$ cat src/rtl/conv_dat_wr_ctrl_pkg.sv
// conv_dat_wr_ctrl_pkg
// Width constants shared by the DMA-to-CONV_BUF data write controller and its
// bench. The values mirror the CNN_defines.vh macros so every width is
// defined in one place:
//   BASE_TIN      channels packed into one stream beat
//   MAX_DAT_DW    bits per channel element
//   LOG2_BUF_DEP  CONV_BUF address width
//   LOG2_W/H/CH   widths of the row-width, row-count and slice-count fields
package conv_dat_wr_ctrl_pkg;

    localparam int BASE_TIN     = 4;
    localparam int MAX_DAT_DW   = 8;
    localparam int LOG2_BUF_DEP = 12;
    localparam int LOG2_W       = 8;
    localparam int LOG2_H       = 8;
    localparam int LOG2_CH      = 6;

endpackage

$ cat src/rtl/conv_dat_wr_ctrl.sv
// conv_dat_wr_ctrl
// Accepts the input feature-map tensor from the DMA read engine as an
// AXI-stream and writes it beat by beat into CONV_BUF. The buffer address is
// slice_base + h*Win + w, kept incrementally, so no multiplier is needed.
// Row and slice completion are reported one cycle after the matching write
// lands, so a consumer never sees a row before its data is in the buffer.
// Ports:
//   clk, rst_n                       clock, async active-low reset
//   fsm_logic_init                   start pulse, latches the config inputs
//   Win, Hin, Hin_x_Win              row width, rows per slice, beats per slice
//   ch_slice_num                     number of channel slices (a count)
//   dma_dat_reuse                    tensor already buffered, skip streaming
//   s_dat_tvalid/tready/tdata/tlast  input stream from the DMA
//   buf_full                         buffer credit backpressure
//   dma2buf_DAT_wr_en/addr/data      CONV_BUF write port
//   row_num_updt, row_num            rows completed in the current slice
//   chin_num_updt, chin_num          index of the slice just completed
//   dat_done, cfg_err, busy          completion pulse, sticky error, activity
module conv_dat_wr_ctrl
    import conv_dat_wr_ctrl_pkg::*;
#(
    parameter int DW = BASE_TIN * MAX_DAT_DW,
    parameter int AW = LOG2_BUF_DEP
) (
    input  logic                     clk,
    input  logic                     rst_n,
    input  logic                     fsm_logic_init,
    input  logic [LOG2_W-1:0]        Win,
    input  logic [LOG2_H-1:0]        Hin,
    input  logic [LOG2_W+LOG2_H-1:0] Hin_x_Win,
    input  logic [LOG2_CH-1:0]       ch_slice_num,
    input  logic                     dma_dat_reuse,
    input  logic                     s_dat_tvalid,
    output logic                     s_dat_tready,
    input  logic [DW-1:0]            s_dat_tdata,
    input  logic                     s_dat_tlast,
    input  logic                     buf_full,
    output logic                     dma2buf_DAT_wr_en,
    output logic [AW-1:0]            dma2buf_DAT_wr_addr,
    output logic [DW-1:0]            dma2buf_DAT_wr_data,
    output logic                     row_num_updt,
    output logic [LOG2_H-1:0]        row_num,
    output logic                     chin_num_updt,
    output logic [LOG2_CH-1:0]       chin_num,
    output logic                     dat_done,
    output logic                     cfg_err,
    output logic                     busy
);

    typedef enum logic [1:0] {
        ST_IDLE = 2'd0,
        ST_RUN  = 2'd1,
        ST_DONE = 2'd2
    } state_t;

    localparam int HW_W = LOG2_W + LOG2_H;
    // The slice base is kept at least as wide as the slice step so that every
    // step bit takes part in the sum; the address is its low AW bits.
    localparam int BW   = (AW > HW_W) ? AW : HW_W;

    state_t                state_q, state_d;

    logic [LOG2_W-1:0]     win_r;
    logic [LOG2_H-1:0]     hin_r;
    logic [HW_W-1:0]       hw_r;
    logic [LOG2_CH-1:0]    ch_r;
    logic                  reuse_r;

    logic [LOG2_W-1:0]     w_q;
    logic [LOG2_H-1:0]     h_q;
    logic [LOG2_CH-1:0]    slice_q;
    logic [AW-1:0]         addr_q;
    logic [BW-1:0]         base_q;
    logic [BW-1:0]         next_base;

    logic                  row_end_d, slice_end_d;
    logic [LOG2_H-1:0]     row_num_d;
    logic [LOG2_CH-1:0]    chin_num_d;

    logic                  init_take, zero_cfg, accept;
    logic                  last_w, last_h, last_slice, last_beat, reuse_done;

    assign zero_cfg   = (Win == '0) || (Hin == '0) || (ch_slice_num == '0);
    assign init_take  = (state_q == ST_IDLE) && fsm_logic_init;
    assign s_dat_tready = (state_q == ST_RUN) && !buf_full;
    assign accept     = s_dat_tready && s_dat_tvalid;
    assign busy       = (state_q != ST_IDLE);

    assign last_w     = (w_q == win_r - LOG2_W'(1));
    assign last_h     = (h_q == hin_r - LOG2_H'(1));
    assign last_slice = (slice_q == ch_r - LOG2_CH'(1));
    assign last_beat  = last_w && last_h && last_slice;
    assign next_base  = base_q + BW'(hw_r);
    // On the reuse path nothing is streamed, so the completion reports are
    // synthesised from the latched config as the controller leaves DONE.
    assign reuse_done = (state_q == ST_DONE) && reuse_r;

    // State register.
    always_ff @(posedge clk or negedge rst_n) begin
        if (!rst_n) begin
            state_q <= ST_IDLE;
        end else begin
            state_q <= state_d;
        end
    end

    // Next-state logic. Bad config and reuse both skip streaming and go
    // straight to DONE so the completion pulse is still produced.
    always_comb begin
        state_d = state_q;
        case (state_q)
            ST_IDLE: begin
                if (fsm_logic_init) begin
                    state_d = (zero_cfg || dma_dat_reuse) ? ST_DONE : ST_RUN;
                end
            end
            ST_RUN: begin
                if (accept && last_beat) begin
                    state_d = ST_DONE;
                end
            end
            ST_DONE: state_d = ST_IDLE;
            default: state_d = ST_IDLE;
        endcase
    end

    // Config latch and the sticky error flag. A tlast that disagrees with
    // the counters is only reported; the counters still decide termination.
    always_ff @(posedge clk or negedge rst_n) begin
        if (!rst_n) begin
            win_r   <= '0;
            hin_r   <= '0;
            hw_r    <= '0;
            ch_r    <= '0;
            reuse_r <= 1'b0;
            cfg_err <= 1'b0;
        end else if (init_take) begin
            win_r   <= Win;
            hin_r   <= Hin;
            hw_r    <= Hin_x_Win;
            ch_r    <= ch_slice_num;
            reuse_r <= dma_dat_reuse && !zero_cfg;
            cfg_err <= zero_cfg;
        end else if (accept && (s_dat_tlast != last_beat)) begin
            cfg_err <= 1'b1;
        end
    end

    // Nested w/h/slice counters and the incremental write address. At a
    // slice boundary the address is reloaded from the slice base so that
    // Hin_x_Win governs the slice pitch.
    always_ff @(posedge clk or negedge rst_n) begin
        if (!rst_n) begin
            w_q     <= '0;
            h_q     <= '0;
            slice_q <= '0;
            addr_q  <= '0;
            base_q  <= '0;
        end else if (init_take) begin
            w_q     <= '0;
            h_q     <= '0;
            slice_q <= '0;
            addr_q  <= '0;
            base_q  <= '0;
        end else if (accept) begin
            if (!last_w) begin
                w_q    <= w_q + LOG2_W'(1);
                addr_q <= addr_q + AW'(1);
            end else if (!last_h) begin
                w_q    <= '0;
                h_q    <= h_q + LOG2_H'(1);
                addr_q <= addr_q + AW'(1);
            end else begin
                w_q     <= '0;
                h_q     <= '0;
                slice_q <= slice_q + LOG2_CH'(1);
                base_q  <= next_base;
                addr_q  <= AW'(next_base);
            end
        end
    end

    // First pipeline stage: register the accepted beat as a buffer write and
    // remember whether it closed a row or a slice.
    always_ff @(posedge clk or negedge rst_n) begin
        if (!rst_n) begin
            dma2buf_DAT_wr_en   <= 1'b0;
            dma2buf_DAT_wr_addr <= '0;
            dma2buf_DAT_wr_data <= '0;
            row_end_d           <= 1'b0;
            slice_end_d         <= 1'b0;
            row_num_d           <= '0;
            chin_num_d          <= '0;
        end else begin
            dma2buf_DAT_wr_en <= accept;
            row_end_d         <= accept && last_w;
            slice_end_d       <= accept && last_w && last_h;
            if (accept) begin
                dma2buf_DAT_wr_addr <= addr_q;
                dma2buf_DAT_wr_data <= s_dat_tdata;
                row_num_d           <= h_q + LOG2_H'(1);
                chin_num_d          <= slice_q;
            end
        end
    end

    // Second pipeline stage: completion reports trail the write by a cycle.
    always_ff @(posedge clk or negedge rst_n) begin
        if (!rst_n) begin
            row_num_updt  <= 1'b0;
            row_num       <= '0;
            chin_num_updt <= 1'b0;
            chin_num      <= '0;
            dat_done      <= 1'b0;
        end else begin
            row_num_updt  <= row_end_d || reuse_done;
            chin_num_updt <= slice_end_d || reuse_done;
            dat_done      <= (state_q == ST_DONE);
            if (row_end_d) begin
                row_num <= row_num_d;
            end else if (reuse_done) begin
                row_num <= hin_r;
            end
            if (slice_end_d) begin
                chin_num <= chin_num_d;
            end else if (reuse_done) begin
                chin_num <= ch_r - LOG2_CH'(1);
            end
        end
    end

endmodule

$ cat config.mk
export PLATFORM = sky130hd
export DESIGN_NAME = conv_dat_wr_ctrl
export DESIGN_NICKNAME = d
export VERILOG_FILES = /design/src/rtl/conv_dat_wr_ctrl_pkg.sv /design/src/rtl/conv_dat_wr_ctrl.sv
export SDC_FILE = /design/constraint.sdc
export NUM_CORES = 1
export LEC_CHECK = 0
export CAP_MARGIN = 20
export CORE_ASPECT_RATIO = 0.8
export CORE_UTILIZATION = 46
export CTS_BUF_LIST = sky130_fd_sc_hd__clkbuf_16
export DETAILED_ROUTE_END_ITERATION = 16
export PLACE_DENSITY = 0.76
export SLEW_MARGIN = 30
export SYNTH_ARGS = -nofsm -noshare
export SYNTH_HDL_FRONTEND = slang
export SYNTH_SLANG_ARGS = --single-unit
$ cat constraint.sdc
create_clock -name clk -period 3.3 [get_ports clk]
set_input_delay 0.495 -clock clk [delete_from_list [all_inputs] [get_ports clk]]
set_output_delay 0.495 -clock clk [all_outputs]
set_load 0.005 [all_outputs]
==> impl_results.md <==
* Status: finished clean
* Clock Latency Late Sink at 0.42 ns
* Synth area leader: dfrtp_1
* Register area share after synthesis at 50.3%
* Setup CP Type: flip-flop to flip-flop
* Critical Path RT at 3.65 ns
* CTS buffer count at 17
* Clock transition at the registers of the reported paths at 0.06 ns
* Final wirelength at ~20000 um
* FP Rows at 42
* Average cell area after synthesis at 8.76 sq um
* Area Growth Syn to Fin at 27.4%
* Pwr Density at 502 nW/um^2
* Via density at 5.39
* EDFF count, synth at 0
* Input/output buffers at 137
* Critical path fanouts, max at 9
* Die Wd at 150 um
* DP HPWL at 13400 um
* Hold_buf cts at 0
* R2R Setup Slk at 0.25 ns
* CTS H-Tree Depth at 4
* Synth cell types at 61
* Synthesized cell area at 8050 sq um
* CP arrival at ~3.4 ns
* FFs w/ async S/R, synth at 100%
* Pleak at just under 5 nW
* CTS tree: built
* CP Capture Type: flip-flop
* Vias in the first global route at 6709
* CP startpoint kind: flip-flop
* Multiplexer area fraction after synthesis at between 1.5 and 2%
* Synth top area cells: dfrtp_1 (50%), nand2_1 (14%), o21ai_0 (3.8%)
* Total GRT Usage at 23.1%
* Reg2Reg Depth at 10
* CTS sink count at 162
* Fmax at 328 MHz
* Placed cell count at 1247
* Area of the multi-input gates at 3730 sq um
* Synth top area share at 50.3%
* Commonest non-fill, non-tap cell in the layout: nand2_1
* Setup violators final at 0
* Setup TNS at 0 ns
* Area of the core at 16800 sq um
* Filler cells at about 1400
* Max Slew Vio Count at 0
* Drt first pass iters at 5
* Initial antenna violation count at 0
* Final Hold Violating Endpoints at 0
* Max_slew headroom at 51.1%
* Yosys warns at 0
* XOR/XNOR Fraction of Synth Area at slightly below 5%
* Layout Nets at about 1100
* Max Clock Skew at 0.00587 ns
* FF+latch area at 4060 sq um
* Initial Utilization at 47.9%
* CTS root buf: clkbuf_16
* Post-DR wirelength/cell at 15.3 um
* Adder-cell area share of the yosys netlist at 3.05%
* Syn nets at 1015
* Clock buffer depth at 2
* Synth Register Bits at 162
* Synth Area in Compound Gates at 11.7%
* Worst r2r dst: slice_q[3]
* Inserted Diodes at 0
* Final Critical Period at 3.05 ns
* VDD IR-drop max at about 0.35 mV
* Final antenna-violating net count at 0
* Reg2Reg Launch Point: hin_r[0]
* First-pass GRT wire length at 32900 um
* Post-Syn Instances at about 900
* Period utilisation layout at 92.4%
* Die Y at roughly 120 um
* Final WS setup at 0.252 ns
* Post-Place Setup Slack at between 0.2 and 0.25 ns
* Most frequent cells in the layout: nand2_1 (299), dfrtp_1 (161), clkdlybuf4s50_1 (136), o21ai_0 (61), nor2_1 (43)
* Post_cts resized at 0
* Iter 0 DRT Violations at 473
* Largest net degree at the start of global routing at 72
* Vias at 6877
* Primary FF master, synth: dfrtp_1
* Hold Path Class: input pin to async pin
* Combinational family with the most area after synthesis: simple AND/OR/NAND/NOR gates
* RSZ-0062 raised after global routing: no
* IO Pins at 142
* Fin cells at 1277
* Max Cap Viol at 0
* Total gr overflow at 0
* Simple-gate share of the synthesized area at 25.0%
* Routability cong. at 0.861
* Die area at 18000 sq um
* Layout cell share with drive strength beyond 1 at 5.96%
* Residual DRC at 0
* Worst-Margin Slew at 0.734 ns
* Setup Buffers After CTS at 0
[metrics by stage]
stage	hold slack (ns)	power [mW]	utilization (%)	area [sq um]
after global routing	0.0612	5.38	61.0	10300
after CTS	0.0316	5.20	61.0	10300
final	0.0159	5.15	61.0	10300
after global placement	0.454	3.14	57.4	9650
after detailed placement	0.463	3.16	57.4	9650
after floorplan	0.199	2.70	-	8050
[registers in the layout (all words and copies together), names as in the netlist, 8 cells and up]
name and flops:
dma2buf_DAT_wr_data 32, base_q 12, row_num_d 8, addr_q 12
win_r 8, dma2buf_DAT_wr_addr 12, h_q 8, hw_r 12
row_num 8, w_q 8, hin_r 8
[metal layers]
metal | wire [um] | track usage (%) | vias up
li1 | - | - | 3357
met1 | 8940 | 31.5 | 3309
met2 | 9370 | 36.8 | 184
met3 | 924 | 4.38 | 27
met4 | 335 | 7.83 | 0
met5 | 0 | 0 | -
[kinds of logic after synthesis]
logic type      count (synthesis)
mux                            12
fa+ha+maj                      19
simple gates                  458
compound gates                153
flops                         162
xor+xnor                       44
buf+inv                        71
[power breakdown]
group          internal [mW]  total, mW  switching (mW)
Combinational          0.440      0.784           0.345
Clock                   1.24       2.02           0.780
Sequential              2.17       2.34           0.164
[worst max-delay path, cell delays in order, from the launching register on]
cell       delay [ns]
dfrtp_2          0.41
inv_1            0.09
ha_2             0.24
or4_1            0.40
mux2i_1          0.16
o21ai_1          0.13
a2111oi_4        0.48
buf_4            0.23
nand4_4          0.17
or4_1            0.51
a21oi_1          0.15
[Yosys cell counts (3+ instances only)]
master,n
a211oi_1,4
a21o_1,3
a21oi_1,29
a22oi_1,3
a31oi_1,8
and2_1,3
and3_1,10
buf_1,5
clkbuf_1,36
dfrtp_1,162
ha_1,18
inv_1,25
mux2i_1,11
nand2_1,301
nand2b_1,6
nand3_1,25
nand3b_1,5
nand4_1,7
nor2_1,45
nor2b_1,7
nor3_1,16
nor4_1,8
o211ai_1,7
o21a_1,3
o21ai_0,61
o22ai_1,8
o31ai_1,5
or2_2,3
or3_1,8
or4_1,5
xnor2_1,25
xor2_1,18
[worst max path at each step]
stage | to | slack, ns | start | cells after the start
final | slice_q[3] | 0.25 | hin_r[0] | 10
after global routing | slice_q[5] | 0.06 | hin_r[1] | 11
after CTS | base_q[4] | 0.20 | hin_r[0] | 9
after detailed placement | slice_q[3] | 0.24 | hin_r[0] | 10
after global placement | base_q[4] | 0.30 | hin_r[0] | 9
after floorplan | slice_q[3] | 0.45 | hin_r[0] | 10
[layout make-up]
type,count,share of cell area [%]
inverters,26,0.951
flip-flops and latches,162,39.5
repair buffers,153,14.7
clock buffers,17,4.15
well taps,220,2.68
multi-input cells,686,36.4
clock inverters,13,1.67
Power figures use the tool's default switching activity.
